**config.mk**
```make
export PLATFORM = sky130hd
export DESIGN_NAME = hilo_mul_sequencer
export DESIGN_NICKNAME = d
export VERILOG_FILES = /design/src/rtl/mips_pkg.sv /design/src/rtl/mul_shift_add_core.sv /design/src/rtl/hilo_mul_sequencer.sv
export SDC_FILE = /design/constraint.sdc
export NUM_CORES = 1
export LEC_CHECK = 0
export BUFFER_PORTS_ARGS = -buffer_cell sky130_fd_sc_hd__clkbuf_2
export CAP_MARGIN = 20
export CORE_ASPECT_RATIO = 1.2
export CORE_UTILIZATION = 40
export DETAILED_ROUTE_END_ITERATION = 6
export GPL_ROUTABILITY_DRIVEN = 0
export GPL_TIMING_DRIVEN = 0
export PLACE_DENSITY = 0.54
export SETUP_SLACK_MARGIN = 0.02
export SYNTH_ARGS = -nofsm -noshare
export SYNTH_HDL_FRONTEND = slang
export SYNTH_SLANG_ARGS = --single-unit
```
**constraint.sdc**
```tcl
create_clock -name Clk -period 5.6 [get_ports Clk]
set_input_delay 0 -clock Clk [delete_from_list [all_inputs] [get_ports Clk]]
set_output_delay 0 -clock Clk [all_outputs]
set_load 0.01 [all_outputs]
```
**src/rtl/mips_pkg.sv**
```systemverilog
// Shared EX-stage constants: 5-bit ALU control codes and HI/LO sequencer states.
// S_ACC exists only when HILO_ACCUM_EN is defined.
package mips_pkg;

  localparam logic [4:0] ALU_MULT  = 5'b00011;
  localparam logic [4:0] ALU_MULTU = 5'b00100;
  localparam logic [4:0] ALU_MADD  = 5'b10100;
  localparam logic [4:0] ALU_MSUB  = 5'b10101;
  localparam logic [4:0] ALU_MFHI  = 5'b10111;
  localparam logic [4:0] ALU_MFLO  = 5'b11000;
  localparam logic [4:0] ALU_MTHI  = 5'b11001;
  localparam logic [4:0] ALU_MTLO  = 5'b11010;

  typedef enum logic [1:0] {
    S_IDLE = 2'd0,
    S_MUL  = 2'd1
`ifdef HILO_ACCUM_EN
    ,
    S_ACC  = 2'd2
`endif
  } seq_state_e;

endpackage

```
**src/rtl/mul_shift_add_core.sv**
```systemverilog
// Iterative shift-add multiplier: magnitude operands, counter, accumulator.
// The final step folds in the sign so res_o is the signed product.
module mul_shift_add_core #(
  parameter int WIDTH = 32
) (
  input  logic               clk,
  input  logic               rst_n,
  input  logic               load_i,
  input  logic               step_i,
  input  logic               clear_i,
  input  logic               signed_i,
  input  logic [WIDTH-1:0]   a_i,
  input  logic [WIDTH-1:0]   b_i,
  output logic               last_o,
  output logic [2*WIDTH-1:0] res_o
);

  localparam int CW = $clog2(WIDTH);

  logic [2*WIDTH-1:0] mcand_q, mcand_d;
  logic [2*WIDTH-1:0] acc_q, acc_d;
  logic [2*WIDTH-1:0] sum, prod;
  logic [WIDTH-1:0]   mplr_q, mplr_d;
  logic [WIDTH-1:0]   amag, bmag;
  logic [CW-1:0]      cnt_q, cnt_d;
  logic               neg_q, neg_d;

  assign amag = (signed_i && a_i[WIDTH-1]) ? -a_i : a_i;
  assign bmag = (signed_i && b_i[WIDTH-1]) ? -b_i : b_i;

  assign sum    = acc_q + (mplr_q[0] ? mcand_q : '0);
  assign prod   = neg_q ? -sum : sum;
  assign last_o = cnt_q == CW'(WIDTH - 1);
  // During the last step the product is not yet registered
  assign res_o  = step_i ? prod : acc_q;

  always_comb begin
    mcand_d = mcand_q;
    mplr_d  = mplr_q;
    acc_d   = acc_q;
    cnt_d   = cnt_q;
    neg_d   = neg_q;
    unique case (1'b1)
      clear_i: begin
        acc_d = '0;
        cnt_d = '0;
      end
      load_i: begin
        mcand_d = {{WIDTH{1'b0}}, amag};
        mplr_d  = bmag;
        neg_d   = signed_i & (a_i[WIDTH-1] ^ b_i[WIDTH-1]);
        acc_d   = '0;
        cnt_d   = '0;
      end
      step_i: begin
        mcand_d = mcand_q << 1;
        mplr_d  = mplr_q >> 1;
        acc_d   = last_o ? prod : sum;
        cnt_d   = cnt_q + 1'b1;
      end
      default: ;
    endcase
  end

  always_ff @(posedge clk or negedge rst_n) begin
    if (!rst_n) begin
      mcand_q <= '0;
      mplr_q  <= '0;
      acc_q   <= '0;
      cnt_q   <= '0;
      neg_q   <= 1'b0;
    end else begin
      mcand_q <= mcand_d;
      mplr_q  <= mplr_d;
      acc_q   <= acc_d;
      cnt_q   <= cnt_d;
      neg_q   <= neg_d;
    end
  end

endmodule

```
**src/rtl/hilo_mul_sequencer.sv**
```systemverilog
// EX-stage HI/LO owner: FSM, stall logic and HI/LO registers.
// Define HILO_ACCUM_EN to enable MADD/MSUB and the ACC state.
module hilo_mul_sequencer
  import mips_pkg::*;
#(
  parameter int WIDTH = 32
) (
  input  logic             Clk,
  input  logic             Rst,
  input  logic             Start,
  input  logic [4:0]       ALUControl,
  input  logic [WIDTH-1:0] A,
  input  logic [WIDTH-1:0] B,
  input  logic             Flush,
  output logic             Stall,
  output logic             Busy,
  output logic [WIDTH-1:0] Result,
  output logic             ResultValid,
  output logic [WIDTH-1:0] HI,
  output logic [WIDTH-1:0] LO
);

  seq_state_e state_q, state_d;

  logic [WIDTH-1:0]   hi_q, hi_d;
  logic [WIDTH-1:0]   lo_q, lo_d;
  logic [2*WIDTH-1:0] res;
  logic is_mult, is_multu, is_madd, is_msub;
  logic is_mthi, is_mtlo, is_mfhi, is_mflo;
  logic is_mul, is_hilo, take, start_mul;
  logic in_mul, last, fin_mul, fin_acc;

  assign is_mult  = ALUControl == ALU_MULT;
  assign is_multu = ALUControl == ALU_MULTU;
  assign is_mthi  = ALUControl == ALU_MTHI;
  assign is_mtlo  = ALUControl == ALU_MTLO;
  assign is_mfhi  = ALUControl == ALU_MFHI;
  assign is_mflo  = ALUControl == ALU_MFLO;

`ifdef HILO_ACCUM_EN
  logic acc_op_q;
  logic sub_q;

  assign is_madd = ALUControl == ALU_MADD;
  assign is_msub = ALUControl == ALU_MSUB;
  assign fin_mul = in_mul && last && !Flush && !acc_op_q;
  assign fin_acc = (state_q == S_ACC) && !Flush;

  always_ff @(posedge Clk or negedge Rst) begin
    if (!Rst) begin
      acc_op_q <= 1'b0;
      sub_q    <= 1'b0;
    end else if (start_mul) begin
      acc_op_q <= is_madd | is_msub;
      sub_q    <= is_msub;
    end
  end
`else
  assign is_madd = 1'b0;
  assign is_msub = 1'b0;
  assign fin_mul = in_mul && last && !Flush;
  assign fin_acc = 1'b0;
`endif

  assign is_mul  = is_mult | is_multu | is_madd | is_msub;
  assign is_hilo = is_mul | is_mthi | is_mtlo | is_mfhi | is_mflo;

  assign Busy      = state_q != S_IDLE;
  assign in_mul    = state_q == S_MUL;
  assign take      = Start && !Flush && !Busy;
  assign start_mul = take && is_mul;
  assign Stall     = Start && !Flush && Busy && is_hilo;

  assign ResultValid = take && (is_mfhi || is_mflo);
  assign Result      = !ResultValid ? '0 : (is_mfhi ? hi_q : lo_q);
  assign HI          = hi_q;
  assign LO          = lo_q;

  mul_shift_add_core #(
    .WIDTH(WIDTH)
  ) u_core (
    .clk     (Clk),
    .rst_n   (Rst),
    .load_i  (start_mul),
    .step_i  (in_mul && !Flush),
    .clear_i (Flush),
    .signed_i(is_mult | is_madd | is_msub),
    .a_i     (A),
    .b_i     (B),
    .last_o  (last),
    .res_o   (res)
  );

  always_comb begin
    state_d = state_q;
    unique case (state_q)
      S_IDLE: if (start_mul) state_d = S_MUL;
`ifdef HILO_ACCUM_EN
      S_MUL:  if (last) state_d = acc_op_q ? S_ACC : S_IDLE;
      S_ACC:  state_d = S_IDLE;
`else
      S_MUL:  if (last) state_d = S_IDLE;
`endif
      default: state_d = S_IDLE;
    endcase
    if (Flush) state_d = S_IDLE;
  end

  always_comb begin
    hi_d = hi_q;
    lo_d = lo_q;
    unique case (1'b1)
      take && is_mthi: hi_d = A;
      take && is_mtlo: lo_d = A;
      fin_mul: {hi_d, lo_d} = res;
`ifdef HILO_ACCUM_EN
      fin_acc: {hi_d, lo_d} = sub_q ? {hi_q, lo_q} - res
                                    : {hi_q, lo_q} + res;
`endif
      default: ;
    endcase
  end

  always_ff @(posedge Clk or negedge Rst) begin
    if (!Rst) begin
      state_q <= S_IDLE;
      hi_q    <= '0;
      lo_q    <= '0;
    end else begin
      state_q <= state_d;
      hi_q    <= hi_d;
      lo_q    <= lo_d;
    end
  end

endmodule

```
==> impl_metrics.env, run 1 <==
export IMPL_p_total_w=0.00635
export IMPL_synthFlopType="dfrtp_1"
export IMPL_report_final_slew_viol_count=0
export IMPL_routed_via_density=5.92
export IMPL_whs_endpoint="u_core.neg_q"
export IMPL_path_max_fanout=11
export IMPL_antenna_found_initial=2
export IMPL_grt_usage_pct=30.8
export IMPL_ys_warn_count=0
export IMPL_grt_start_max_net_pins=99
export IMPL_rows=86
export IMPL_netlist_top_cells_area="dfrtp_1, nand2_1, o21ai_0"
export IMPL_dpl_cell_count=3205
export IMPL_wire_per_inst_um=22.8
export IMPL_fp_coreArea_um2=46300
export IMPL_hold_viol=0
export IMPL_gr_total_overflow=0
export IMPL_hpwl_um=60500
export IMPL_yosysSeqAreaShare_pct=30.6
export IMPL_synth_edf_count=0
export IMPL_tightest_slew_ps=1030
export IMPL_rsz0062_at_grt="yes"
export IMPL_synth_area_per_cell_um2=7.81
export IMPL_final_min_clock_period_ps=5450
export IMPL_required_ps=6050
export IMPL_worst_skew_pair_late_latency_ps=590
export IMPL_crit_start="u_core.mplr_q[0]"
export IMPL_grt_first_pass_wirelength_um=114000
export IMPL_synth_seq_cells=231
export IMPL_ir_drop_v=0.000252
export IMPL_via_count=19900
export IMPL_powerDensity_nw_per_um2=278
export IMPL_clkSinkCount=231
export IMPL_clkTransAtPathRegs_ps=60
export IMPL_cts_tree="yes"
export IMPL_synth_most_common_cell="nand2_1"
export IMPL_power_frac_seq_pct=32.7
export IMPL_htree_levels=1
export IMPL_max_freq_mhz=184
export IMPL_critical_path_class="reg -> reg"
export IMPL_fin_nets=2859
export IMPL_reg2regPathDepth=19
export IMPL_async_flop_share_pct=100
export IMPL_hold_class="in -> reg"
export IMPL_start_util_pct=40.8
export IMPL_r2r_start="u_core.mplr_q[0]"
export IMPL_p_comb_share_pct=36.2
export IMPL_status="finished clean"
export IMPL_die_h_um=240
export IMPL_drt_iter0_markers=1801
export IMPL_synth_top_area_share_pct=30.6
export IMPL_clock_skew_ps=18.2
export IMPL_hold_start="Flush"
export IMPL_yosysTopAreaCell="dfrtp_1"
export IMPL_start_kind="flop"
export IMPL_area_delta_synth_final_pct=21.1
export IMPL_wirelength_um=76600
export IMPL_swShare_pct=38.4
export IMPL_synth_commonest_cells="nand2_1, o21ai_0, dfrtp_1, a21oi_1, nor2_1"
export IMPL_cellInternalPower_w=0.00391
export IMPL_port_buffers=168
export IMPL_yosysUniqueCellTypes=85
export IMPL_r2r_slack_ps=150
export IMPL_drive_above_1_share_pct=13.6
export IMPL_grt_pass1_vias=18900
export IMPL_whs_ps=88.2
export IMPL_finalCritPeriodShare_pct=97.3
export IMPL_cts_buffers=28
export IMPL_whs_path_depth=5
export IMPL_syn_cell_area_um2=18900
export IMPL_layout_filler_cells=4716
export IMPL_die_area_um2=48000
export IMPL_cts_root_buf="clkbuf_16"
export IMPL_syn_inst=2415
export IMPL_firstDrtPassIters=5
export IMPL_crit_arrival_ps=5900
export IMPL_max_cap_violations=0
export IMPL_setup_violations=0
export IMPL_tns_ps=0
export IMPL_ant_nets=0
export IMPL_power_switching_w=0.00244
export IMPL_r2r_end="u_core.acc_q[44]"
export IMPL_die_w_um=200
export IMPL_p_leak_nw=9.70
export IMPL_syn_nets=2557
export IMPL_end_kind="flop"
export IMPL_ioPinCount=172
export IMPL_power_frac_clock_pct=31.1
export IMPL_drc_errors=0
export IMPL_fin_cells=3356
export IMPL_clockBufferDepth=3
export IMPL_slew_headroom_pct=31.6
[timing repair]
action / CTS / global route
hold buffers: 88 / 0
pin swaps: 6 / 5
endpoints found under the hold margin: 261 / 0
gates resized for setup: 24 / 38
setup endpoints to repair: 92 / 58
buffers inserted: 8 / 5
cloned: 0 / 0
[worst max path at each step]
stage / end / slack, ps / cells past startpoint
2_1_floorplan: HI[26] / 1060 / 18
3_3_place_gp: HI[14] / -1330 / 18
3_5_place_dp: HI[14] / -1330 / 18
4_1_cts: HI[27] / 20 / 17
5_1_grt: u_core.acc_q[54] / -9 / 17
6_report: u_core.acc_q[44] / 150 / 19
[layout make-up]
| class | count | area, µm² | share of cell area (%) |
|---|---|---|---|
| Antenna cell | 1 | 2.50 | 0.0109 |
| Buffer | 158 | 664 | 2.91 |
| Clock buffer | 37 | 785 | 3.43 |
| Clock inverter | 15 | 210 | 0.920 |
| Inverter | 26 | 97.6 | 0.427 |
| Multi-Input combinational cell | 1997 | 12600 | 55.1 |
| Sequential cell | 231 | 5780 | 25.3 |
| Tap cell | 616 | 771 | 3.37 |
| Timing Repair Buffer | 275 | 1940 | 8.51 |
[flip-flops by register name (all words and copies together), names as in the netlist]
name and cells:
LO 32, u_core.acc_q 64, HI 32, u_core.cnt_q 5
u_core.neg_q 1, u_core.mcand_q 64, state_q 1, u_core.mplr_q 32
[layer usage]
layer	wire, µm	part of all wire, %	GRT usage, %	vias to the layer above
met5	28	0.037	0	-
met1	31100	41	38.3	9665
met2	37200	49	53.9	746
li1	-	-	-	9279
met3	4180	5.5	2.83	171
met4	4120	5.4	14.8	4
[layout by cell type, fill, tap and decap left out, types with 18 or more instances in the layout]
cell type and count:
nor4_1 22, mux2_2 29, clkbuf_1 134, or3_1 18, xor2_1 84, nor2_1 170, nand4_1 41, nand2_1 369
buf_4 22, a31oi_1 28, ha_1 68, mux2i_1 41, dfrtp_1 230, o21ai_1 31, inv_1 26, and3_1 20
clkbuf_2 172, a21o_1 24, nand3_1 38, a21oi_1 190, clkbuf_16 28, and2_1 78, xnor2_1 127, dlygate4sd3_1 87
nor3_1 34, a22oi_1 59, o21ai_0 256
[worst max-delay path: stages, from the launching register on]
cell	delay (ps)
dfrtp_4	590
and2_1	210
ha_1	260
inv_1	80
fa_1	430
nor2b_2	270
o22ai_1	170
xnor2_1	280
nor4_4	440
nand3_1	110
or4_1	510
clkbuf_1	200
nor4_1	400
nand4_1	150
buf_4	190
nor4_4	260
buf_4	190
nor2_1	60
xnor2_1	360
o21ai_0	130
[kinds of logic after synthesis]
logic type / count (synthesis) / share of synthesized area (%)
fa+ha+maj: 69 / 4.62
flops: 231 / 30.6
mux: 70 / 3.91
buf+inv: 187 / 4.06
simple gates: 887 / 22.4
compound gates: 748 / 24.0
xor+xnor: 223 / 10.4
[metrics by stage]
step | setup slack [ps] | utilization [%] | instance area (µm²)
floorplan | 1060 | - | 18900
global placement | -1330 | 44.3 | 20500
detailed placement | -1330 | 44.5 | 20600
CTS | 22.9 | 49.0 | 22700
global route | -8.53 | 49.4 | 22900
finish | 153 | 49.4 | 22900
[power groups by stage]
stage	combinational [W]	sequential, W	clock, W
after CTS	0.00222	0.00207	0.00200
after global placement	0.00204	0.00208	0
final	0.00230	0.00207	0.00197
after global routing	0.00244	0.00209	0.00207
after detailed placement	0.00206	0.00208	0
after floorplan	0.00129	0.00203	0
(Power assumes the default switching activity.)
==> inputs of run 2 (changes only) <==
--- a/config.mk
+++ b/config.mk
@@ -9,4 +9,5 @@
 export CAP_MARGIN = 20
 export CORE_ASPECT_RATIO = 1.2
+export CORE_MARGIN = 2
 export CORE_UTILIZATION = 40
 export DETAILED_ROUTE_END_ITERATION = 6
==> constraint.sdc (replaced) <==
create_clock -name Clk -period 5.6 [get_ports Clk]
set_input_delay 0.84 -clock Clk [delete_from_list [all_inputs] [get_ports Clk]]
set_output_delay 0.84 -clock Clk [all_outputs]
set_load 0.01 [all_outputs]
==> impl_metrics.env, run 2 (synthesis results as in run 1) <==
export IMPL_status="finished clean"
export IMPL_tightest_slew_ps=1100
export IMPL_final_core_util_pct=46.8
export IMPL_fin_cells=3273
export IMPL_ioPinCount=172
export IMPL_crit_arrival_ps=5880
export IMPL_grt_usage_pct=30.2
export IMPL_end_kind="flop"
export IMPL_grt_pass1_vias=18700
export IMPL_layout_filler_cells=4806
export IMPL_final_common_cell="nand2_1"
export IMPL_start_kind="flop"
export IMPL_fin_nets=2771
export IMPL_place_ws_ps=-1320
export IMPL_fin_ws_ps=194
export IMPL_crit_start="u_core.mplr_q[0]"
export IMPL_gr_total_overflow=0
export IMPL_multi_input_area_um2=12600
export IMPL_r2r_slack_ps=190
export IMPL_max_freq_mhz=185
export IMPL_die_w_um=202
export IMPL_wire_per_inst_um=23.1
export IMPL_placed_cell_area_um2=20600
export IMPL_clkSinkCount=231
export IMPL_cts_tree="yes"
export IMPL_r2r_start="u_core.mplr_q[0]"
export IMPL_hold_viol=0
export IMPL_grt_first_pass_wirelength_um=114000
export IMPL_antenna_found_initial=2
export IMPL_max_cap_violations=0
export IMPL_final_min_clock_period_ps=5410
export IMPL_rsz0062_at_grt="yes"
export IMPL_clockBufferDepth=3
export IMPL_reg2regPathDepth=19
export IMPL_htree_levels=1
export IMPL_cts_root_buf="clkbuf_16"
export IMPL_cts_buffers=28
export IMPL_layout_common_cells="nand2_1, o21ai_0, dfrtp_1"
export IMPL_critical_path_class="reg -> reg"
export IMPL_setup_violations=0
export IMPL_dpl_cell_count=3212
export IMPL_drc_errors=0
export IMPL_die_area_um2=48900
export IMPL_worst_skew_pair_late_latency_ps=600
export IMPL_largestRegisters="u_core.acc_q x64, u_core.mcand_q x64"
export IMPL_routed_via_density=5.97
export IMPL_ir_drop_v=0.000250
export IMPL_port_buffers=168
export IMPL_clock_skew_ps=18.0
export IMPL_powerDensity_nw_per_um2=282
export IMPL_start_util_pct=40.3
export IMPL_drive_above_1_share_pct=14.0
export IMPL_r2r_end="HI[13]"
export IMPL_drt_iter0_markers=1640
export IMPL_clkTransAtPathRegs_ps=60
export IMPL_report_final_slew_viol_count=0
export IMPL_die_h_um=242
export IMPL_fp_coreArea_um2=46800
export IMPL_hold_class="in -> async"
export IMPL_seqCellArea_um2=5780
export IMPL_slew_headroom_pct=26.9
export IMPL_stdcell_area_um2=21900
export IMPL_p_leak_nw=9.29
export IMPL_wirelength_um=75600
export IMPL_hpwl_um=60800
export IMPL_rows=87
export IMPL_area_delta_synth_final_pct=16.0
export IMPL_grt_start_max_net_pins=89
export IMPL_path_max_fanout=11
export IMPL_required_ps=6080
export IMPL_via_count=19600
export IMPL_firstDrtPassIters=6
export IMPL_tns_ps=0
export IMPL_ant_nets=0
export IMPL_finalCritPeriodShare_pct=96.5
run 2: changes by cell type in the layout (fill, tap and decap cells not counted), sizes merged:
cell	previous run	this run
buf	43	40
dlygate4sd3	87	0
clkinv	9	7
bufinv	4	1
clkbuf	340	344
diode	1	2
run 2: stage by stage:
step,total power (W),hold slack [ps]
2_1_floorplan,0.00332,456
3_3_place_gp,0.00412,469
3_5_place_dp,0.00414,480
4_1_cts,0.00608,223
5_1_grt,0.00644,248
6_report,0.00617,223
run 2: area by class of cell:
class	count	share of cell area, %
well taps	623	3.56
diodes	2	0.0229
inverters	26	0.446
clock inverters	10	0.503
multi-input cells	1997	57.6
repair buffers	186	4.69
flip-flops and latches	231	26.4
plain buffers	159	3.08
clock buffers	39	3.66
run 2: how the worst max path moves through the flow:
stage                              to  slack, ps
floorplan                      HI[26]       1060
global placement    u_core.mplr_q[21]      -1330
detailed placement             HI[14]      -1320
CTS                            HI[27]         30
global route                   HI[27]        -40
finish                         HI[13]        190
run 2: critical path: stages (launching register included):
cell and delay, ps:
dfrtp_4 610, clkbuf_2 280, nand2_1 180, inv_1 50
ha_1 310, a211oi_4 340, o21ai_1 270, a221oi_2 400
xnor2_2 190, or3_1 450, or4_1 410, clkbuf_1 230
nor2_2 270, nand4_1 120, buf_4 190, nor3_4 170
buf_4 200, a21oi_1 110, xnor2_2 380, o21ai_1 100
run 2: repair_timing:
item,CTS,global route
hold endpoints to repair,0,0
endpoints found under the setup margin,91,59
gates cloned,0,0
hold buffers,0,0
pin swaps,5,7
resized for setup,23,49
buffers inserted,6,6
run 2: metal layers:
| layer | wire length, µm | GRT usage, % |
|---|---|---|
| met1 | 30600 | 37.7 |
| met2 | 35600 | 50.2 |
| met3 | 4180 | 3.46 |
| met4 | 5290 | 17.6 |
| met5 | 0 | 0 |
run 2: power breakdown:
group | switching (W) | internal [W]
clock network | 0.000796 | 0.00105
logic | 0.00143 | 0.000822
registers | 0.000209 | 0.00187
total | 0.00244 | 0.00373
==> inputs of run 3 (changes only) <==
Settings changed: CTS_BUF_LIST set to sky130_fd_sc_hd__clkbuf_16.
==> impl_metrics.env, run 3 (synthesis results as in run 1) <==
export IMPL_status="finished clean"
export IMPL_clock_skew_ps=18.8
export IMPL_ioPinCount=172
export IMPL_port_buffers=168
export IMPL_wire_per_inst_um=23.1
export IMPL_place_ws_ps=-1320
export IMPL_layout_common_cells="nand2_1, o21ai_0, dfrtp_1"
export IMPL_max_cap_violations=0
export IMPL_ant_nets=0
export IMPL_via_count=19600
export IMPL_hpwl_um=60800
export IMPL_hold_viol=0
export IMPL_worst_skew_pair_late_latency_ps=610
export IMPL_fin_cells=3273
export IMPL_required_ps=6070
export IMPL_gr_total_overflow=0
export IMPL_tightest_slew_ps=1100
export IMPL_firstDrtPassIters=6
export IMPL_clkSinkCount=231
export IMPL_cp_top_family="compound AO/OA/AOI/OAI gates"
export IMPL_reg2regPathDepth=17
export IMPL_critical_path_class="reg -> reg"
export IMPL_finalCritPeriodShare_pct=96.4
export IMPL_start_util_pct=40.3
export IMPL_clkTransAtPathRegs_ps=60
export IMPL_die_area_um2=48900
export IMPL_slew_headroom_pct=26.6
export IMPL_drt_iter0_markers=1739
export IMPL_placed_cell_area_um2=20600
export IMPL_cts_buffers=28
export IMPL_crit_top_cell="o21ai_1"
export IMPL_die_w_um=202
export IMPL_dpl_cell_count=3212
export IMPL_area_delta_synth_final_pct=15.7
export IMPL_antenna_found_initial=2
export IMPL_p_leak_nw=9.28
export IMPL_fin_ws_ps=202
export IMPL_fin_nets=2771
export IMPL_fp_coreArea_um2=46800
export IMPL_drc_errors=0
export IMPL_hold_buffers=0
export IMPL_setup_violations=0
export IMPL_grt_pass1_vias=18800
export IMPL_stdcell_area_um2=21800
export IMPL_r2r_start="u_core.mplr_q[0]"
export IMPL_r2r_slack_ps=200
export IMPL_grt_usage_pct=30.2
export IMPL_cpPeakStageDelay_ps=600
export IMPL_crit_arrival_ps=5860
export IMPL_final_min_clock_period_ps=5400
export IMPL_htree_levels=1
export IMPL_grt_start_max_net_pins=89
export IMPL_cts_root_buf="clkbuf_16"
export IMPL_routed_via_density=5.99
export IMPL_rsz0062_at_grt="yes"
export IMPL_rows=87
export IMPL_clockBufferDepth=3
export IMPL_wirelength_um=75700
export IMPL_cp_num_cells=17
export IMPL_cpMaxStageDelayCell="dfrtp_4"
export IMPL_cp_num_buf_inv=3
export IMPL_hold_class="in -> async"
export IMPL_grt_first_pass_wirelength_um=114000
export IMPL_report_final_slew_viol_count=0
export IMPL_r2r_end="u_core.acc_q[54]"
export IMPL_path_max_fanout=11
export IMPL_cts_tree="yes"
export IMPL_final_core_util_pct=46.6
export IMPL_tns_ps=0
export IMPL_drive_above_1_share_pct=13.7
export IMPL_ir_drop_v=0.000239
export IMPL_max_freq_mhz=185
export IMPL_crit_path_cell_trace="clkbuf_2 -> and2_1 -> ha_1 -> buf_4 -> nand4_1 -> a2111oi_2 -> o21ai_2 -> a31o_1 -> a2111oi_4 -> o21ai_0 -> a2111o_1 -> or3_1 -> buf_6 -> or4_4 -> o21ai_1 -> xor2_1 -> o21ai_1"
export IMPL_start_kind="flop"
export IMPL_end_kind="flop"
export IMPL_powerDensity_nw_per_um2=278
export IMPL_die_h_um=242
export IMPL_final_common_cell="nand2_1"
export IMPL_largestRegisters="u_core.acc_q x64, u_core.mcand_q x64"
[run 3: changes by cell type in the layout (fill, tap and decap cells not counted)]
cell / before / now
clkbuf_8: 7 / 1
clkinv_1: 0 / 6
inv_1: 26 / 31
clkbuf_1: 132 / 127
[run 3: worst register-to-register path, delay by kind of cell, from the launching register on]
family          cells  cell delay (ps)
buf+inv             3              540
flops               1              600
simple gates        4             1290
xor+xnor            1              250
compound gates      8             2280
fa+ha+maj           1              320
[run 3: final cells by class]
cell class,count,area (µm²)
sequential,231,5780
antenna,2,5.00
fill,4814,25000
tap,623,779
clock inverter,21,151
buffer,159,673
timing repair buffer,186,1030
clock buffer,28,701
inverter,26,97.6
multi-input combinational,1997,12600
[run 3: how the worst max path moves through the flow]
stage / from / to / slack, ps
final: u_core.mplr_q[0] / u_core.acc_q[54] / 200
after global routing: u_core.mplr_q[0] / HI[27] / -40
after CTS: u_core.mplr_q[0] / HI[27] / 30
after detailed placement: u_core.mplr_q[0] / HI[14] / -1320
after global placement: Rst / u_core.mplr_q[21] / -1330
after floorplan: u_core.mplr_q[0] / HI[26] / 1060
[run 3: report_power, final]
| part | internal (W) | switching [W] | total [W] |
|---|---|---|---|
| combinational | 0.000822 | 0.00142 | 0.00224 |
| clock | 0.000954 | 0.000793 | 0.00175 |
| sequential | 0.00187 | 0.000209 | 0.00208 |
[run 3: repair_timing]
item	CTS	global route
buffers inserted	6	6
gates resized for setup	23	49
pin swaps	5	7
endpoints found under the setup margin	92	59
[run 3: metrics by stage]
step	hold WS, ps	total power, W
5_1_grt	248	0.00634
3_5_place_dp	480	0.00414
4_1_cts	223	0.00599
6_report	224	0.00607
3_3_place_gp	469	0.00412
2_1_floorplan	456	0.00332
[run 3: per-layer routing]
| layer | vias up | part of all wire (%) | GRT usage, % |
|---|---|---|---|
| met4 | 0 | 6.7 | 17.6 |
| met3 | 211 | 5.7 | 3.40 |
| met1 | 9529 | 40 | 37.7 |
| met5 | - | 0 | 0 |
| li1 | 9087 | - | - |
| met2 | 762 | 47 | 50.2 |
